[src/rtl/gpu_bg_reader.sv]
// Background read-back unit: issues in-order VRAM word reads for pixel pairs and
// returns unpacked 5:5:5 left/right background colors plus mask bits in request order.
module gpu_bg_reader #(
    parameter int DEPTH = 4
) (
    input  logic        clk,
    input  logic        i_rst,
    input  logic        i_reqValid,
    output logic        o_reqReady,
    input  logic [9:0]  i_reqX,
    input  logic [8:0]  i_reqY,
    input  logic        i_reqNeedBG,
    output logic        o_memReq,
    output logic [17:0] o_memAddr,
    input  logic        i_memAck,
    input  logic        i_memDataValid,
    input  logic [31:0] i_memData,
    output logic        o_bgValid,
    input  logic        i_bgReady,
    output logic [4:0]  o_rBG_L,
    output logic [4:0]  o_gBG_L,
    output logic [4:0]  o_bgB_L,
    output logic [4:0]  o_rBG_R,
    output logic [4:0]  o_gBG_R,
    output logic [4:0]  o_bBG_R,
    output logic        o_mskL,
    output logic        o_mskR
);

    localparam int AW = $clog2(DEPTH);
    localparam int CW = AW + 1;
    localparam logic [CW-1:0] FULL = CW'(DEPTH);

    logic [CW-1:0] cnt;
    logic [CW-1:0] out_cnt;
    logic          busy;
    logic [17:0]   addr;

    // Order FIFO occupancy equals cnt, so it needs no wrap bit of its own.
    logic          ord_mem [DEPTH];
    logic [AW-1:0] ord_wp;
    logic [AW-1:0] ord_rp;

    logic [31:0]   dat_mem [DEPTH];
    logic [AW:0]   dat_wp;
    logic [AW:0]   dat_rp;

    logic          accept;
    logic          pop;
    logic          mem_ack;
    logic          data_push;
    logic          head_need;
    logic          dat_empty;
    logic [31:0]   pix;

    assign o_reqReady = (cnt < FULL) && !busy;
    assign accept     = i_reqValid && o_reqReady;
    assign mem_ack    = busy && i_memAck;
    // Returns with nothing outstanding are stray and must not enter the data FIFO.
    assign data_push  = i_memDataValid && (out_cnt != '0);

    assign head_need  = ord_mem[ord_rp];
    assign dat_empty  = (dat_wp == dat_rp);
    assign o_bgValid  = (cnt != '0) && (!head_need || !dat_empty);
    assign pop        = o_bgValid && i_bgReady;

    assign o_memReq   = busy;
    assign o_memAddr  = addr;

    assign pix     = (o_bgValid && head_need) ? dat_mem[dat_rp[AW-1:0]] : '0;
    assign o_rBG_L = pix[4:0];
    assign o_gBG_L = pix[9:5];
    assign o_bgB_L = pix[14:10];
    assign o_mskL  = pix[15];
    assign o_rBG_R = pix[20:16];
    assign o_gBG_R = pix[25:21];
    assign o_bBG_R = pix[30:26];
    assign o_mskR  = pix[31];

    // NOTE: sequential state uses non-blocking assignments so every register
    // samples pre-edge values regardless of block evaluation order.
    always_ff @(posedge clk) begin
        if (i_rst) begin
            cnt     <= '0;
            out_cnt <= '0;
            busy    <= 1'b0;
            addr    <= '0;
            ord_wp  <= '0;
            ord_rp  <= '0;
            dat_wp  <= '0;
            dat_rp  <= '0;
        end else begin
            case ({accept, pop})
                2'b10:   cnt <= cnt + 1'b1;
                2'b01:   cnt <= cnt - 1'b1;
                default: cnt <= cnt;
            endcase

            case ({mem_ack, data_push})
                2'b10:   out_cnt <= out_cnt + 1'b1;
                2'b01:   out_cnt <= out_cnt - 1'b1;
                default: out_cnt <= out_cnt;
            endcase

            if (accept && i_reqNeedBG) begin
                busy <= 1'b1;
                addr <= {i_reqY, i_reqX[9:1]};
            end else if (mem_ack) begin
                busy <= 1'b0;
            end

            if (accept)    ord_wp <= ord_wp + 1'b1;
            if (pop)       ord_rp <= ord_rp + 1'b1;
            if (data_push) dat_wp <= dat_wp + 1'b1;
            if (pop && head_need) dat_rp <= dat_rp + 1'b1;
        end
    end

    // NOTE: FIFO storage is not reset; clearing the pointers already makes every
    // entry unreachable, and leaving arrays unreset lets them map to plain RAM.
    always_ff @(posedge clk) begin
        if (accept)    ord_mem[ord_wp] <= i_reqNeedBG;
        if (data_push) dat_mem[dat_wp[AW-1:0]] <= i_memData;
    end

endmodule

[config.mk]
export PLATFORM = sky130hd
export DESIGN_NAME = gpu_bg_reader
export DESIGN_NICKNAME = d
export VERILOG_FILES = /design/src/rtl/gpu_bg_reader.sv
export SDC_FILE = /design/constraint.sdc
export NUM_CORES = 1
export LEC_CHECK = 0
export CORE_MARGIN = 8
export CORE_UTILIZATION = 50
export DETAILED_ROUTE_END_ITERATION = 7
export PLACE_DENSITY = 0.76
export RECOVER_POWER = 50
export SETUP_SLACK_MARGIN = 0.15
export SYNTH_ARGS = -nofsm -noshare
export SYNTH_HDL_FRONTEND = slang
export SYNTH_SLANG_ARGS = --single-unit
[constraint.sdc]
create_clock -name clk -period 6.02 [get_ports clk]
set_input_delay 1.204 -clock clk [delete_from_list [all_inputs] [get_ports clk]]
set_output_delay 1.204 -clock clk [all_outputs]
set_load 0.005 [all_outputs]
==> reports/qor.yml, run 1 <==
status: "finished clean"
hold_class: "reg2reg"
grt_first_pass_wirelength_um: 20210
slew_headroom_pct: 31.09
start_util_pct: 50.96
ios: 111
min_period_ps: 4024
peakVddDrop_v: 0.0001684
multiInputGateArea_sq_mm: 0.001813
io_buffer_count: 109
grt_pass1_vias: 3979
grt_max_degree: 41
drv_cap: 0
numCtsBuffers: 17
avgSynthCellArea_sq_um: 16.51
drt-wirelength-per-cell_um: 17.94
die-height_um: 131.9
hpwl_um: 7977
htreeDepth: 4
cts_hold_buffers: 0
netlist_area_sq_mm: 0.006721
dr_wl_met3_um: 1023
fin_cells: 709
route.vias.total: 3660
antenna_found_initial: 2
antenna_left: 0
power_mw: 2.683
core_area_sq_mm: 0.01319
start_kind: "flop"
worst_slew_pin_slew_ps: 1031
crit_family: "buffers and inverters"
slowest_stage: "nand3b_1"
fin_nets: 591
die_w_um: 131.9
clk_latency_ps: 420
drc: 0
final_cell_mix: "132 x edfxtp_1, 55 x clkdlybuf4s50_1, 54 x dlygate4sd3_1, 38 x nand2_1, 37 x dfxtp_1"
cts_sinks: 171
grtUsageTotal_pct: 15.24
cp_slowest_stage_delay_ps: 540
cts_setup_buffers: 0
place_area_sq_mm: 0.007978
p_leak_nw: 2.800
cp_num_buf_inv: 2
synth_cell_types: 32
yosysSeqAreaShare_pct: 70.59
clockBufferDepth: 2
startpoint: "ord_mem[2]$_DFFE_PP_"
fp-row-count: 42
hold_viol_final: 0
fmax_mhz: 248.5
finClkSkew_ps: 7.074
rsz0062_at_grt: "false"
drive_gt1_share_pct: 12.97
finish.utilization_pct: 64.45
crit_type: "reg2out"
die_area_sq_mm: 0.01741
arrival_ps: 2820
finalWorstSetupSlack_ps: 1996
syn_inst: 407
finalInstanceArea_sq_mm: 0.008501
gp_congestion: 0.6702
cts_root_buffer: "clkbuf_16"
tritoncts: "yes"
num-fill-cells: 950
cts_resized: 0
setup_tns_ps: 0
wl_met2_um: 6239
pre_cts_ws_ps: 2392
rrSetupSlack_ps: 3320
r2r_start: "ord_mem[2]$_DFFE_PP_"
layout_commonest_cell: "edfxtp_1"
path_clk_slew_ps: 60
end_kind: "output port"
fin_crit_sh_pct: 66.84
grt_remaining_overflow: 0
worstPathRequired_ps: 4820
synth_seq_cells: 171
cp_max_fo: 21
drt_wl_total_um: 12720
cp_cell_sequence: "mux4_2 > nand3b_1 > buf_4 > nor2b_1 > clkdlybuf4s50_1"
setup-violations-final: 0
yosysWarnings: 0
hp-start: "o_memAddr[13]$_SDFFE_PP0P_"
area_growth_pct: 26.47
initialDrtViolationCount: 182
powerDensity_mw_per_mm2: 315.7
via_per_inst: 5.162
placedCellCount: 677
ff_latch_area_sq_mm: 0.004747
wl_met1_um: 5248
synth_fp_nets: 478
maxSlewViolCount: 0
maxUsedRoutingLayer: "met5"
holdWs_ps: 451.2
first_pass_iters: 4
## kinds of logic (layout without fill, tap and decap cells)
| family | Yosys count | count (layout) | synth area share [%] |
|---|---|---|---|
| mux | 37 | 37 | 11.76 |
| flops | 171 | 171 | 70.59 |
| simple gates | 112 | 112 | 8.619 |
| fa+ha+maj | 13 | 13 | 2.643 |
| xor+xnor | 11 | 11 | 1.433 |
| compound gates | 33 | 33 | 3.016 |
| other cells | 0 | 1 | 0 |
| buf+inv | 30 | 155 | 1.936 |
## cells in the mapped netlist
cell type	instances	area, sq um
mux4_2	33	743.2
dfxtp_1	39	780.8
buf_2	8	40.04
nor2b_1	34	212.7
mux2i_1	1	10.01
buf_4	2	15.01
nand2_1	38	142.6
nor3_1	1	5.000
clkbuf_1	8	30.03
and4b_1	1	10.01
mux2_1	2	22.52
o21ai_0	2	10.01
nor3b_4	1	18.77
inv_1	12	45.04
nand2b_1	4	25.02
o31ai_2	1	12.51
nand3_1	1	5.000
edfxtp_1	132	3964
or3_1	2	12.51
a31o_1	1	8.760
xor2_1	4	35.03
ha_1	11	137.6
mux2_4	1	15.01
xnor2_1	7	61.31
nand3b_1	1	7.510
o31a_1	1	8.760
a41oi_4	1	27.53
nor2_1	19	71.32
and3b_4	1	12.51
a21oi_1	27	135.1
fa_1	2	40.04
and2_1	9	56.30
## flip-flops by register name, indices dropped and copies added (netlist names), named ones only
| signal | count |
|---|---|
| ord_mem | 4 |
| o_memAddr | 18 |
| cnt | 3 |
| out_cnt | 3 |
| dat_wp | 3 |
| ord_wp | 2 |
| dat_mem | 128 |
| dat_rp | 3 |
| ord_rp | 2 |
| o_memReq | 1 |
## where the power goes
part | switching (mW) | internal, mW | leakage, nW
combinational | 0.140 | 0.152 | 1.03
clock | 0.420 | 0.605 | 0.266
sequential | 0.0317 | 1.33 | 1.51
total | 0.592 | 2.09 | 2.80
## worst min-delay path: cells and delay by family, from the launching register on
family           cells  cell delay, ps
AND/OR/NAND/NOR      1              50
AO/OA/AOI/OAI        1              50
flip-flops           1             300
## worst paths after layout
kind	endpoint	cells past startpoint
worst max-delay path	o_mskR	5
worst min-delay path	o_memAddr[13]$_SDFFE_PP0P_	2
worst max register to register	cnt[2]$_SDFFE_PP0P_	8
worst min register to register	o_memAddr[13]$_SDFFE_PP0P_	2
## cell type report
cell class	count	share of cell area, %
inverter	12	0.5299
tap	176	2.591
sequential	171	55.84
clock buffer	19	5.093
antenna	1	0.02944
clock inverter	12	1.487
timing repair buffer	112	13.10
multi-input combinational	206	21.33
## per-layer routing
layer | vias to the layer above | global-route usage (%)
met1 | 1800 | 16.58
met5 | - | 0
met2 | 111 | 25.49
li1 | 1728 | -
met4 | 2 | 6.892
met3 | 19 | 6.364
No activity file was read; power rests on OpenSTA's default activity.
==> run 2, diff against run 1 <==
--- a/config.mk
+++ b/config.mk
@@ -6,7 +6,7 @@
 export NUM_CORES = 1
 export LEC_CHECK = 0
 export CORE_MARGIN = 8
-export CORE_UTILIZATION = 50
+export CORE_UTILIZATION = 48
 export DETAILED_ROUTE_END_ITERATION = 7
 export PLACE_DENSITY = 0.76
 export RECOVER_POWER = 50
==> constraint.sdc (replaced) <==
create_clock -name clk -period 3.4 [get_ports clk]
set_input_delay 0.68 -clock clk [delete_from_list [all_inputs] [get_ports clk]]
set_output_delay 0.68 -clock clk [all_outputs]
set_load 0.005 [all_outputs]
==> run 2 against run 1 <==
- non-clock buffer count increased by 7
- largest power group unchanged
- core utilization decreased by 2.0 points
- worst hold slack about the same
- register-to-register slack got worse by 2400 ps
- highest routed layer is now met4
- power increased by 80%
- sequential power increased by 77%
- critical path depth unchanged
==> reports/qor.yml, run 2 (synthesis gave the netlist of run 1 again) <==
status: "finished clean"
setup-violations-final: 0  # unchanged
crit_type: "reg2out"
setup_tns_ps: 0  # unchanged
cp_cell_sequence: "mux4_2 > nand3b_1 > buf_4 > nor2b_1 > clkdlybuf4s50_1"
switching_share_pct: 21.60  # -0.47 points
hold-path-endpoint: "o_memAddr[9]$_SDFFE_PP0P_"
hold_viol_final: 0  # unchanged
powerDensity_mw_per_mm2: 561.9  # +78%
grt_max_degree: 33  # -20%
fin_nets: 598  # +1.2%
arrival_ps: 2440  # -380 ps
finalInstanceArea_sq_mm: 0.008594  # +1.1%
layout_commonest_cell: "edfxtp_1"
start_kind: "flop"
grt_pass1_vias: 4016  # +0.93%
fin_crit_sh_pct: 91.88
clk_latency_ps: 420  # about the same
cts_sinks: 171  # unchanged
hp-start: "o_memAddr[9]$_SDFFE_PP0P_"
area_growth_pct: 27.87
peakVddDrop_v: 0.0002912  # +73%
finClkSkew_ps: 4.738  # -2.336 ps
antenna_left: 0  # unchanged
placedCellCount: 688  # +1.6%
drc: 0  # unchanged
cp_num_buf_inv: 2  # unchanged
slew_headroom_pct: 5.231  # -26 points
cts_root_buffer: "clkbuf_16"
path_clk_slew_ps: 60  # about the same
grt_first_pass_wirelength_um: 20950  # +3.7%
route.vias.total: 3711  # +1.4%
rr_worst_depth: 8  # unchanged
first_pass_iters: 4  # unchanged
cp_max_fo: 32  # +52%
clockBufferDepth: 2  # unchanged
p_leak_nw: 2.836  # +1.3%
antennaDiodeCount: 0  # -1
worst_slew_pin_slew_ps: 1421  # +389.2 ps
core_area_sq_mm: 0.01377  # +4.4%
fp-row-count: 43  # +2.4%
ios: 111  # unchanged
cts_setup_buffers: 0  # unchanged
die_area_sq_mm: 0.01805  # +3.7%
drt_wl_total_um: 13100  # +2.9%
via_per_inst: 5.161  # about the same
place_area_sq_mm: 0.008048  # +0.88%
initialDrtViolationCount: 169  # -7.1%
gp_congestion: 0.6754  # +0.78%
tritoncts: "yes"
end_kind: "output port"
grtUsageTotal_pct: 15.10  # -0.14 points
fmax_mhz: 320.1
p_switching_mw: 1.043  # +76%
grt_remaining_overflow: 0  # unchanged
rrSetupSlack_ps: 890  # -2430 ps
start_util_pct: 48.80  # -2.2 points
die-height_um: 134.3  # +1.8%
holdPathStages: 2  # unchanged
io_buffer_count: 109  # unchanged
antenna_found_initial: 0  # -2
drive_gt1_share_pct: 14.10  # +1.1 points
maxSlewViolCount: 0  # unchanged
drv_cap: 0  # unchanged
p_clk_share_pct: 38.7  # +0.5 points
r2r_end: "cnt[2]$_SDFFE_PP0P_"
largest_register_ffs: 128  # unchanged
worstPathRequired_ps: 2720  # -2100 ps
cts_resized: 0  # unchanged
crit_family: "buffers and inverters"
drt-wirelength-per-cell_um: 18.22  # +1.5%
slowest_stage: "mux4_2"
cp_slowest_stage_delay_ps: 580  # +40 ps
cts_hold_buffers: 0  # unchanged
numCtsBuffers: 17  # unchanged
htreeDepth: 4  # unchanged
hold_class: "reg2reg"
fin_cells: 719  # +1.4%
finish.utilization_pct: 62.40  # -2.0 points
holdWs_ps: 450.7  # -0.4170 ps
final_cell_mix: "132 x edfxtp_1, 59 x clkdlybuf4s50_1, 50 x dlygate4sd3_1, 38 x nand2_1, 37 x dfxtp_1"
min_period_ps: 3124
die_w_um: 134.3  # +1.8%
hpwl_um: 8567  # +7.4%
p_int_mw: 3.786  # +81%
pwr-share-seq_pct: 50.1  # -0.8 points
comb_power_share_pct: 11.2  # +0.3 points
rsz0062_at_grt: "false"
[run 2: cell count changes in the layout (fill, tap and decap cells not counted), moves of 3 or more]
cell             change
buf_4                +5
clkbuf_1             +4
clkinv_2             +4
clkinv_4             -4
clkinv_1             -3
dlygate4sd3_1        -4
clkdlybuf4s50_1      +4
[run 2: stage by stage]
step	total power, mW	setup slack, ps
floorplan	2.779	1078
global placement	2.995	563.0
detailed placement	3.027	478.6
CTS	4.892	225.2
global route	5.005	151.5
finish	4.829	276.2
[run 2: how the worst max path moves through the flow]
stage	startpoint	to	slack [ps]	depth (start not counted)
after floorplan	flop	cnt[2]$_SDFFE_PP0P_	1080	8
after global placement	i_bgReady	cnt[2]$_SDFFE_PP0P_	560	9
after detailed placement	i_bgReady	cnt[2]$_SDFFE_PP0P_	480	9
after CTS	flop	o_rBG_R[4]	230	5
after global routing	dat_wp[0]$_SDFFE_PP0P_	o_rBG_L[0]	150	6
final	flop	o_rBG_R[4]	280	5
[run 2: area by class of cell]
class                      count  area [sq um]
multi-input combinational    206          1836
clock buffer                  22         444.2
clock inverter                 9         122.6
inverter                      12         45.04
tap                          180         225.2
fill                        1046          5179
timing repair buffer         119          1175
sequential                   171          4747
[run 2: worst register-to-register path, cell delays in order (launching register included)]
cell and delay [ps]:
dfxtp_1 330, mux4_2 580, a41oi_4 220, ha_1 240
inv_1 70, fa_1 380, xor2_1 160, or3_1 310
a21oi_1 150
[run 2: metal layers]
metal  GRT usage (%)  vias up  routed length, um
met2           26.65       92               6997
met4           6.176        0                170
met3           4.076       17                697
met1           16.90     1859               5231
li1                -     1743                  -
met5               0        -                  0
[run 2: power by group through the flow]
stage	logic, mW	registers, mW	clock network (mW)
after floorplan	0.325	2.45	0
after global placement	0.539	2.46	0
after CTS	0.567	2.42	1.90
after detailed placement	0.562	2.46	0
after global routing	0.600	2.43	1.98
final	0.541	2.42	1.87
